### src/rtl/shdw_dump_chan_if.sv
// Bridge-facing dump bus of one shadow-state channel.
// The bridge (master) drives the clear and pull strobes; the channel
// (slave) returns the dump word and its valid/done flags.
interface shdw_dump_chan_if;
  logic        sh_rst;
  logic        dump_en;
  logic [31:0] sh_out;
  logic        sh_out_vld;
  logic        sh_out_done;

  modport master (
    output sh_rst,
    output dump_en,
    input  sh_out,
    input  sh_out_vld,
    input  sh_out_done
  );

  modport slave (
    input  sh_rst,
    input  dump_en,
    output sh_out,
    output sh_out_vld,
    output sh_out_done
  );
endinterface

### src/rtl/shdw_dump_chan.sv
// Shadow-state capture/dump channel.
// Tracks the live shadow vector while the core runs, freezes it when the
// core stops, and serialises the snapshot as 32-bit words, one per
// dump_en strobe with one cycle of latency.
// Optional feature: define SHDW_DUMP_CSUM_EN to append an XOR checksum
// word after the last data word.
module shdw_dump_chan #(
  parameter int STATE_W = 256
) (
  input  logic               clk,
  input  logic               rst,
  input  logic               c_en,
  input  logic [STATE_W-1:0] sh_state,
  shdw_dump_chan_if.slave    dmp
);

  localparam int WORDS = (STATE_W + 31) / 32;
`ifdef SHDW_DUMP_CSUM_EN
  localparam int TOTAL_WORDS = WORDS + 1;
`else
  localparam int TOTAL_WORDS = WORDS;
`endif
  // ptr must be able to count one past the last word.
  localparam int PTR_W = $clog2(TOTAL_WORDS + 1);

  localparam logic [1:0] S_TRACK  = 2'd0;
  localparam logic [1:0] S_FROZEN = 2'd1;
  localparam logic [1:0] S_DUMP   = 2'd2;
  localparam logic [1:0] S_DONE   = 2'd3;

  logic [1:0]         state_q, state_d;
  logic [STATE_W-1:0] snap_q, snap_d;
  logic [PTR_W-1:0]   ptr_q, ptr_d;
  logic [31:0]        sh_out_q, sh_out_d;
  logic               vld_q, vld_d;
  logic               done_q, done_d;

  logic [WORDS*32-1:0] snap_pad;
  logic [31:0]         words [TOTAL_WORDS];
  logic [31:0]         word_sel;
  logic                last_word;

  // Split the zero-padded snapshot into words, plus the checksum if enabled.
  always_comb begin
    snap_pad                = '0;
    snap_pad[STATE_W-1:0]   = snap_q;
    for (int k = 0; k < WORDS; k++) begin
      words[k] = snap_pad[32*k +: 32];
    end
`ifdef SHDW_DUMP_CSUM_EN
    words[WORDS] = '0;
    for (int k = 0; k < WORDS; k++) begin
      words[WORDS] = words[WORDS] ^ snap_pad[32*k +: 32];
    end
`endif
  end

  // Select the word addressed by ptr and flag the final one.
  always_comb begin
    word_sel = '0;
    for (int k = 0; k < TOTAL_WORDS; k++) begin
      if (ptr_q == PTR_W'(k)) word_sel = words[k];
    end
    last_word = (ptr_q == PTR_W'(TOTAL_WORDS - 1));
  end

  // Next-state logic: sh_rst first, then the TRACK/FROZEN/DUMP/DONE FSM.
  always_comb begin
    // NOTE: every signal gets a default before any branch, so no latch is inferred.
    state_d  = state_q;
    snap_d   = c_en ? sh_state : snap_q;
    ptr_d    = ptr_q;
    sh_out_d = sh_out_q;
    vld_d    = 1'b0;
    done_d   = done_q;

    if (dmp.sh_rst) begin
      snap_d  = '0;
      ptr_d   = '0;
      done_d  = 1'b0;
      state_d = c_en ? S_TRACK : S_FROZEN;
    end else begin
      case (state_q)
        S_TRACK: begin
          if (!c_en) begin
            state_d = S_FROZEN;
            ptr_d   = '0;
          end
        end
        // FROZEN is DUMP with ptr known to be zero, so they share one body.
        S_FROZEN, S_DUMP: begin
          if (c_en) begin
            state_d = S_TRACK;
            ptr_d   = '0;
          end else if (dmp.dump_en) begin
            sh_out_d = word_sel;
            vld_d    = 1'b1;
            ptr_d    = ptr_q + PTR_W'(1);
            if (last_word) begin
              done_d  = 1'b1;
              state_d = S_DONE;
            end else begin
              state_d = S_DUMP;
            end
          end
        end
        S_DONE: begin
          if (c_en) begin
            state_d = S_TRACK;
            ptr_d   = '0;
            done_d  = 1'b0;
          end
        end
        default: state_d = S_TRACK;
      endcase
    end
  end

  // State registers with asynchronous active-low reset.
  always_ff @(posedge clk or negedge rst) begin
    if (!rst) begin
      state_q  <= S_TRACK;
      snap_q   <= '0;
      ptr_q    <= '0;
      sh_out_q <= '0;
      vld_q    <= 1'b0;
      done_q   <= 1'b0;
    end else begin
      // NOTE: non-blocking assignments only, so every flop samples pre-edge values.
      state_q  <= state_d;
      snap_q   <= snap_d;
      ptr_q    <= ptr_d;
      sh_out_q <= sh_out_d;
      vld_q    <= vld_d;
      done_q   <= done_d;
    end
  end

  assign dmp.sh_out      = sh_out_q;
  assign dmp.sh_out_vld  = vld_q;
  assign dmp.sh_out_done = done_q;

endmodule

### src/flat_wrapper.sv
// flat-port wrapper written by rule: the top's interface ports become plain ports
module shdw_dump_chan_flat 
#(
  parameter int STATE_W = 256
)
  (clk, rst, c_en, sh_state, dmp_sh_rst, dmp_dump_en, dmp_sh_out, dmp_sh_out_vld, dmp_sh_out_done);
  shdw_dump_chan_if dmp_i ();
  input  logic clk;
  input  logic rst;
  input  logic c_en;
  input  logic [STATE_W-1:0] sh_state;
  input wire logic [$bits(dmp_i.sh_rst)-1:0] dmp_sh_rst;
  input wire logic [$bits(dmp_i.dump_en)-1:0] dmp_dump_en;
  output wire logic [$bits(dmp_i.sh_out)-1:0] dmp_sh_out;
  output wire logic [$bits(dmp_i.sh_out_vld)-1:0] dmp_sh_out_vld;
  output wire logic [$bits(dmp_i.sh_out_done)-1:0] dmp_sh_out_done;
  assign dmp_i.sh_rst = dmp_sh_rst;
  assign dmp_i.dump_en = dmp_dump_en;
  assign dmp_sh_out = dmp_i.sh_out;
  assign dmp_sh_out_vld = dmp_i.sh_out_vld;
  assign dmp_sh_out_done = dmp_i.sh_out_done;
  shdw_dump_chan #(.STATE_W(STATE_W)) u_core (.clk(clk), .rst(rst), .c_en(c_en), .sh_state(sh_state), .dmp(dmp_i));
endmodule
### config.mk
export PLATFORM = sky130hd
export DESIGN_NAME = shdw_dump_chan_flat
export DESIGN_NICKNAME = d
export VERILOG_FILES = /design/src/rtl/shdw_dump_chan_if.sv /design/src/rtl/shdw_dump_chan.sv /design/src/flat_wrapper.sv
export SDC_FILE = /design/constraint.sdc
export NUM_CORES = 1
export LEC_CHECK = 0
export CAP_MARGIN = 0
export CELL_PAD_IN_SITES_DETAIL_PLACEMENT = 2
export CELL_PAD_IN_SITES_GLOBAL_PLACEMENT = 2
export CORE_MARGIN = 2
export CORE_UTILIZATION = 32
export DETAILED_ROUTE_END_ITERATION = 6
export GPL_ROUTABILITY_DRIVEN = 0
export GPL_TIMING_DRIVEN = 0
export HOLD_SLACK_MARGIN = 0.12
export PLACE_DENSITY_LB_ADDON = 0.1
export REMOVE_ABC_BUFFERS = 1
export SYNTH_ARGS = -nofsm -noshare
export SYNTH_HDL_FRONTEND = slang
export SYNTH_SLANG_ARGS = --single-unit
### constraint.sdc
create_clock -name clk -period 2.1 [get_ports clk]
set_input_delay 0.42 -clock clk [delete_from_list [all_inputs] [get_ports clk]]
set_output_delay 0.42 -clock clk [all_outputs]
set_load 0.005 [all_outputs]
==> summary.md <==
| Metric | Value |
|---|---|
| Status | `completed` |
| Synthesized instance count | `~1400` |
| Crit path required time | `about 2.5 ns` |
| I/O pins | `approximately 300` |
| Fmax achieved | `around 0.49 GHz` |
| Gate power share | `0.209` |
| Num CTS Buffers | `37` |
| Initial antenna violation count | `17` |
| PnR worst setup slack | `between 0.04 and 0.05 ns` |
| DR WL/cell | `between 20 and 30 um` |
| Pint | `0.0115 W` |
| # placed instances | `2167` |
| Final HPWL DP | `approximately 35000 um` |
| CTS Buffer Depth | `3` |
| Setup Viol. Count Final | `0` |
| # fillers | `4560` |
| Number of global-route vias before repair | `13446` |
| Hold_sp | `c_en` |
| Clock Latency Late Sink | `between 0.5 and 0.6 ns` |
| Antenna Violating Nets Remaining | `0` |
| Starting DRT DRC Count | `702` |
| Min Clock Period, post-route | `2.05 ns` |
| Port buffer count | `slightly below 300` |
| Starting Density | `0.323` |
| Place WS | `-1.92 ns` |
| Sw Ratio | `0.280` |
| Yosys warning count | `0` |
| Layout Cells excl Fill | `2283` |
| Worst-Margin Slew | `~0.93 ns` |
| Register bit count reported by yosys | `slightly below 300` |
| Die area | `~0.046 mm^2` |
| Worst VDD drop | `about 440 uV` |
| Core Util, Final | `0.450` |
| Max Slew Vio Count | `0` |
| Seq/Total Area, Yosys | `0.521` |
| Root Buffer | `clkbuf_16` |
| Crit-path max FO | `29` |
| TritonCTS clock tree | `yes` |
| CP Launch Type | `register` |
| Crit end category | `register` |
| Largest net degree at the start of global routing | `134` |
| Die Y | `roughly 210 um` |
| Hold WC Path Type | `input port to register` |
| Total power | `between 0.015 and 0.02 W` |
| Top cells by area, synth | `dfrtp_1 (52%), mux2i_1 (18%), nor2_1 (7.7%)` |
| Pleak | `around 8.8 nW` |
| Switching pwr | `between 0.004 and 0.005 W` |
| Final hold vios | `0` |
| FF-to-FF Start | `u_core.ptr_q[3]` |
| Clock Power Share | `0.373` |
| Sequential share of power | `0.417` |
| Area leader, netlist | `dfrtp_1` |
| Critical path class | `register to register` |
| Max Cap Viol | `0` |
| RSZ-0062 raised after global routing | `true` |
| # DRC | `0` |
| Syn Area/Cell | `approximately 10 um^2` |
| DR pass1 iterations | `4` |
| Relative slew slack | `0.381` |
| Clk_skew | `0.00855 ns` |
| CTS sink cnt | `296` |
| H-tree levels | `2` |
| First-pass GRT wire length | `just under 90000 um` |
| Fin nets | `roughly 1900` |
| Post-synthesis cell area | `0.0142 mm^2` |
| Total core area | `between 0.04 and 0.05 mm^2` |
| Vias per Instance | `5.31` |
| Final Hold Slack | `between 0.3 and 0.4 ns` |
| Die width | `approximately 210 um` |
| Total track usage | `0.250` |
| # rows | `77` |
| Final WL | `slightly below 60000 um` |
| Share of cells above drive strength 1 | `0.0958` |
| CP arrival | `around 2.5 ns` |
| GRT Residual Overflow | `0` |
| Worst Setup SP | `u_core.ptr_q[3]` |
| Area share of the largest cell type after synthesis | `0.521` |
| Period utilization | `0.977` |
| Vias | `12124` |
| Yosys cell types | `36` |
| Layout area overhead | `39.4%` |
| CTS clock-pin slew for the worst setup and hold paths | `about 0.060 ns` |
| Pwr/cell area | `just over 800 mW/mm^2` |
-- final timing paths --
path / to / cells past startpoint / slack, ns
worst max-delay path: u_core.dmp.sh_out[25] / 7 / 0.05
worst min-delay path: u_core.snap_pad[10] / 3 / 0.34
worst max register to register: u_core.dmp.sh_out[25] / 7 / 0.05
worst min register to register: u_core.snap_pad[64] / 2 / 0.51
max in group asynchronous: u_core.snap_pad[219] / 3 / 0.41
min in group asynchronous: u_core.snap_pad[10] / 2 / 0.56
-- layer usage --
layer / track usage / wire (um) / part of all wire
met1: 0.327 / 26300 / 0.45
met2: 0.415 / 28400 / 0.48
met3: 0.0607 / 2980 / 0.050
met5: 0 / 106 / 0.0018
met4: 0.0627 / 1170 / 0.020
-- power by group through the flow --
stage               sequential, W  clock [W]  combinational [W]
CTS                       0.00668    0.00610            0.00329
global route              0.00676    0.00634            0.00362
global placement          0.00677          0            0.00350
detailed placement        0.00677          0            0.00314
floorplan                 0.00670          0            0.00110
finish                    0.00668    0.00598            0.00335
-- logic make-up after synthesis --
family / Yosys count / share of synthesized area
AOI/OAI and AO/OA: 269 / 0.128
DFF: 296 / 0.521
adders and majority gates: 6 / 0.00528
muxes: 257 / 0.181
buffers and inverters: 132 / 0.0407
and+or+nand+nor: 418 / 0.123
-- critical path: stages (launching register included) --
cell	delay [ns]
dfrtp_4	0.49
buf_12	0.19
nand3b_1	0.24
buf_8	0.19
and2_4	0.19
buf_12	0.17
a221oi_1	0.28
o22ai_1	0.12
-- flip-flops by register name, summed over array words and instances, names as in the netlist --
name and count:
u_core.dmp.sh_out 32, u_core.dmp.sh_out_vld 1, u_core.snap_pad 256, u_core.state_q 2
u_core.ptr_q 4, u_core.dmp.sh_out_done 1
-- cell usage in the layout, fill, tap and decap left out, types with 9 or more instances in the layout --
master	synthesis	final
clkbuf_1	63	15
a21oi_1	65	65
nor2_1	290	289
a31oi_1	35	35
o22ai_1	29	29
a211oi_1	32	30
buf_4	2	26
clkdlybuf4s50_1	0	291
buf_6	2	9
nand2_1	68	67
o21ai_0	39	39
nand2b_1	35	35
a221oi_2	11	20
clkbuf_16	0	39
diode_2	0	10
dfrtp_1	296	292
buf_12	0	12
mux2i_1	257	257
buf_16	0	14
o221ai_1	29	29
-- cell usage after synthesis --
| cell type | number |
|---|---|
| o32ai_1 | 1 |
| nor2b_1 | 5 |
| nor2_1 | 290 |
| nor3_1 | 4 |
| buf_6 | 2 |
| o22ai_1 | 29 |
| and3b_1 | 2 |
| o221ai_1 | 29 |
| nand4bb_4 | 1 |
| o21ai_1 | 3 |
| buf_1 | 7 |
| buf_4 | 2 |
| a221oi_2 | 11 |
| nand2_1 | 68 |
| nor4bb_1 | 3 |
| buf_2 | 48 |
| ha_1 | 6 |
| o21ai_0 | 39 |
| clkbuf_1 | 63 |
| a22oi_1 | 3 |
| dfrtp_1 | 296 |
| a22o_1 | 1 |
| nand2b_1 | 35 |
| clkinv_1 | 1 |
| a311oi_1 | 1 |
| a21oi_1 | 65 |
| and2_1 | 1 |
| nand4_1 | 1 |
| mux2i_1 | 257 |
| o32a_1 | 1 |
| nand3b_1 | 5 |
| a31oi_1 | 35 |
| nand3_1 | 3 |
| inv_1 | 9 |
| a211oi_1 | 32 |
| a221oi_1 | 19 |
-- timing repair --
| action | 4_1_cts | 5_1_grt |
|---|---|---|
| setup endpoints to repair | 40 | 33 |
| gates resized for setup | 16 | 20 |
| cloned | 4 | 2 |
| buffers inserted | 27 | 9 |
| pin swaps | 8 | 2 |
| hold endpoints to repair | 107 | 0 |
| hold buffers | 2 | 0 |
-- through the flow --
step / TNS (ns) / area, um^2
after detailed placement: -84.59 / 18000
after global placement: -7826.73 / 17400
final: 0 / 19800
after global routing: -0.0429 / 19800
after CTS: 0 / 19500
after floorplan: -38.25 / 13700
-- area by class of cell --
cell class / instances / area (um^2) / share of cell area
tap: 592 / 741 / 0.0374
multi-input combinational: 953 / 6520 / 0.329
inverter: 10 / 50.0 / 0.00253
clock inverter: 5 / 25.0 / 0.00126
antenna: 10 / 25.0 / 0.00126
clock buffer: 57 / 1050 / 0.0531
sequential: 296 / 7420 / 0.374
timing repair buffer: 360 / 3980 / 0.201
(Power assumes the default switching activity.)
==> edit 1: new RTL, same flow settings <==
`STATE_W` is set to 256 in 2 places; all go to 512.
--- a/src/rtl/shdw_dump_chan.sv
+++ b/src/rtl/shdw_dump_chan.sv
@@ -6,5 +6,5 @@
 // word after the last data word.
 module shdw_dump_chan #(
-  parameter int STATE_W = 256
+  parameter int STATE_W = 512
 ) (
   input  logic               clk,
--- a/src/flat_wrapper.sv
+++ b/src/flat_wrapper.sv
@@ -2,5 +2,5 @@
 module shdw_dump_chan_flat 
 #(
-  parameter int STATE_W = 256
+  parameter int STATE_W = 512
 )
   (clk, rst, c_en, sh_state, dmp_sh_rst, dmp_dump_en, dmp_sh_out, dmp_sh_out_vld, dmp_sh_out_done);
Ports: changed (resized sh_state); port bits go from 295 to 551. No check against the original RTL was run, so the function may have changed too.
==> edit 1 against the original RTL <==
- sequential share of layout area fell by 3.6 points
- area after synthesis rose by 93%
- critical path type unchanged
- synthesized cell count rose by 96%
- setup slack got worse by 790 ps
- power rose by 86%
- final area rose by 110%
- the run now ends with setup timing left
- wire length rose by 150%
- critical path depth rose by 5
- sequential cell count rose by 257
- sequential power rose by 81%
==> edit 1: results (changes against the original RTL) <==
* Outcome: complete, but fails checks
* Failing checks: setup timing
* PD cells at 729 mW/mm² (-9.8%)
* Share of the synthesized area in the top cell type at 50.6% (-1.6 points)
* Leakage at 0.0187 µW (+110%)
* Final Skew at 17.8 ps (+9.23 ps)
* Cell Area, Placed at 0.0343 mm² (+91%)
* Worst setup path start: u_core.ptr_q[0]
* Max FFs per register at 512 (+100%)
* N_diodes at 35 (+25)
* Hold Crit Start: dmp_sh_rst
* Combinational share of power at 19.1% (-1.8 points)
* Seq group at 12100 µW (+81%)
* GRT Util Overall at 31.9% (+6.9 points)
* CP arrival at 3340 ps (+880 ps)
* Non-clock buffer share at 22.1% (+2.0 points)
* Nets at 3872 (+100%)
* Slew margin rel. at 49.9% (+12 points)
* Wirelength, routed at 147000 µm (+150%)
* Invs w/o clock at 17 (+7)
* Mean post-synth cell area at 10.1 µm² (-1.8%)
* Largest net degree at the start of global routing at 136 (+1.5%)
* PortBufs at 550 (+87%)
* H-tree depth at 3 (+1)
* Filler instances at 8517 (+87%)
* Number of global-route vias before repair at 28300 (+110%)
* PnR worst setup slack at -746 ps (-794 ps)
* Multi-input gates at 1912 (+100%)
* Synth top area cells: dfrtp_1, mux2i_1, nor2_1
* ClkCell Share at 5.45% (+0.017 points)
* Fraction of area in multi-input gates at 34.6% (+1.7 points)
* Final non-filler cell total at 4576 (+100%)
* Post-CTS setup buffer count at 140 (+420%)
* Hold path depth at 2 (-1)
* R2R cell count at 12 (+5)
* Post-synth top cells: nor2_1, dfrtp_1, mux2i_1, a21oi_1, clkbuf_1
* Clk_lat worst skew at 610 ps (+70 ps)
* Global-route wire length before repair at 202000 µm (+130%)
* Fraction of area in registers at 33.9% (-3.6 points)
* NetSw at 8390 µW (+87%)
* Clock buffer cells at 109 (+91%)
* # resized after CTS at 275 (+259)
* DRT Pass-1 Iters at 5 (+1)
* Synth-to-layout area growth at 49.3%
* Setup Viol. Count Final at 34 (+34)
* HPWL after detailed placement at 85100 µm (+140%)
edit 1: critical path, stage by stage, from the launching register on:
cell and delay, ps:
dfrtp_2 470, inv_4 70, ha_4 180, buf_12 130, nor2b_4 160, buf_6 140, buf_12 120, and2_4 140
buf_6 120, a222oi_1 640, nand2_1 160, a311oi_2 310, nor2_1 80
edit 1: per-layer routing:
layer  part of all wire, %  track usage [%]  vias to the layer above
met3                   5.5             5.72                      284
met4                   4.2             13.9                       26
li1                      -                -                    11000
met2                    50             54.2                      908
met1                    41             39.5                    13600
met5                  0.11                0                        -
edit 1: logic make-up after synthesis:
kind of cell / synth area share (%)
buffers and inverters: 4.10
and+or+nand+nor: 13.0
adders and majority gates: 0.320
muxes: 18.7
AOI/OAI and AO/OA: 13.3
DFF: 50.6
edit 1: through the flow:
step,power [µW],utilization (%)
after floorplan,13600,-
after global placement,17800,39.1
after global routing,30800,48.1
final,29800,48.1
after CTS,29700,46.8
after detailed placement,16900,40.3
==> edit 2: new RTL, config.mk and constraints unchanged <==
Without the edit above. Register the inputs `c_en` and `sh_state` before use. The logic sees them one clock later. The other inputs are not delayed to match.
--- a/src/rtl/shdw_dump_chan.sv
+++ b/src/rtl/shdw_dump_chan.sv
@@ -28,4 +28,12 @@
   localparam logic [1:0] S_DUMP   = 2'd2;
   localparam logic [1:0] S_DONE   = 2'd3;
+
+  logic c_en_q;
+  logic [STATE_W-1:0] sh_state_q;
+
+  always_ff @(posedge clk) begin
+    c_en_q     <= c_en;
+    sh_state_q <= sh_state;
+  end
 
   logic [1:0]         state_q, state_d;
@@ -69,5 +77,5 @@
     // NOTE: every signal gets a default before any branch, so no latch is inferred.
     state_d  = state_q;
-    snap_d   = c_en ? sh_state : snap_q;
+    snap_d   = c_en_q ? sh_state_q : snap_q;
     ptr_d    = ptr_q;
     sh_out_d = sh_out_q;
@@ -79,9 +87,9 @@
       ptr_d   = '0;
       done_d  = 1'b0;
-      state_d = c_en ? S_TRACK : S_FROZEN;
+      state_d = c_en_q ? S_TRACK : S_FROZEN;
     end else begin
       case (state_q)
         S_TRACK: begin
-          if (!c_en) begin
+          if (!c_en_q) begin
             state_d = S_FROZEN;
             ptr_d   = '0;
@@ -90,5 +98,5 @@
         // FROZEN is DUMP with ptr known to be zero, so they share one body.
         S_FROZEN, S_DUMP: begin
-          if (c_en) begin
+          if (c_en_q) begin
             state_d = S_TRACK;
             ptr_d   = '0;
@@ -106,5 +114,5 @@
         end
         S_DONE: begin
-          if (c_en) begin
+          if (c_en_q) begin
             state_d = S_TRACK;
             ptr_d   = '0;
Check against the original RTL: not equivalent (Yosys sat finds a counterexample within 4 cycles, from zero or initial values and one cycle with rst low).
==> edit 2 against the original RTL <==
- global-route usage down 2.6 points
- setup slack worse by 12 ps
- largest cell class unchanged
- via count rose by 17%
- power rose by 62%
- area after synthesis grew 38%
- final area is 34% higher
- sequential cell count up 257
- wire length increased by 21%
- combinational power hardly changed
- critical endpoint is now u_core.dmp.sh_out[3]
==> edit 2: results (changes against the original RTL) <==
* N_diodes at 2 (-8)
* Hold path depth at 1 (-2)
* # resized after CTS at 23 (+7)
* Synth Area in Compound Gates at 11.3% (-1.5 points)
* Clock buffer cells at 95 (+67%)
* Fraction of area in multi-input gates at 25.2% (-7.7 points)
* Multi-input gates at 967 (+1.5%)
* Filler instances at 6024 (+32%)
* Avg WL per Cell at 25.6 µm (-0.66%)
* Via count of the routed design at 14200 (+17%)
* Seq_cells at 553 (+87%)
* Worst hold endpoint: u_core.sh_state_q[225]
* CP arrival at 2600 ps (+140 ps)
* Met3 wire len at 2560 µm (-14%)
* Non-clock buffers at 365 (+1.4%)
* Metal2 WL at 36500 µm (+29%)
* Slew margin rel. at 40.9% (+2.8 points)
* Met1 Use GR at 28.3% (-4.4 points)
* Seq. cell area at 0.0126 mm² (+69%)
* Unique cell type count in the Yosys netlist at 38 (+5.6%)
* Placed cells at 2633 (+22%)
* Invs w/o clock at 7 (-3)
* Mux contribution to synthesized area at 13.2% (-4.9 points)
* Total clock buffers created by CTS at 60 (+62%)
* GRT Util Overall at 22.4% (-2.6 points)
* First DRT Iteration DRCs at 600 (-15%)
* Final Skew at 14.9 ps (+6.39 ps)
* CP peak stage delay at 390 ps (-100 ps)
* Cell count after synthesis at 1655 (+20%)
* Vias per inst at 5.10 (-4.0%)
* ClkCell Share at 7.47% (+2.0 points)
* Number of global-route vias before repair at 16200 (+20%)
* Register area share after synthesis at 64.0% (+12 points)
* Dpl ws at -1570 ps (+346 ps)
* R2R Path End: u_core.dmp.sh_out[3]
* Synth top area cells: dfrtp_1, dfxtp_1, mux2i_1
* Initial antenna violation count at 5 (-12)
* CP max-delay cell: dfxtp_4
* Tapcell count at 782 (+32%)
* Outcome: finished clean
* Nets at 2221 (+15%)
* Clk_lat worst skew at 620 ps (+80 ps)
* Post-CTS setup buffer count at 26 (-3.7%)
-- edit 2: cell types whose count changed in the layout (fill, tap and decap cells not counted), moves of 28 or more --
| cell | delta |
|---|---|
| o2bb2ai_1 | +31 |
| nor2b_1 | +29 |
| a221o_1 | +31 |
| dfxtp_1 | +256 |
| o22ai_1 | -28 |
| nor2_1 | -29 |
| o21ai_1 | +28 |
| nand2_1 | -34 |
-- edit 2: worst max path at each step --
| stage | startpoint | end | slack (ps) |
|---|---|---|---|
| finish | u_core.c_en_q | u_core.dmp.sh_out[3] | 40 |
| detailed placement | dmp_sh_rst | u_core.dmp.sh_out[3] | -1570 |
| global placement | u_core.c_en_q | u_core.dmp.sh_out[31] | -15760 |
| global route | u_core.c_en_q | u_core.dmp.sh_out[26] | -4 |
| CTS | u_core.c_en_q | u_core.dmp.sh_out[19] | 20 |
| floorplan | u_core.c_en_q | u_core.ptr_q[0] | -8860 |
-- edit 2: power breakdown --
part | switching (µW) | internal, µW
combinational | 1510 | 1830
clock | 4350 | 6300
sequential | 530 | 11500
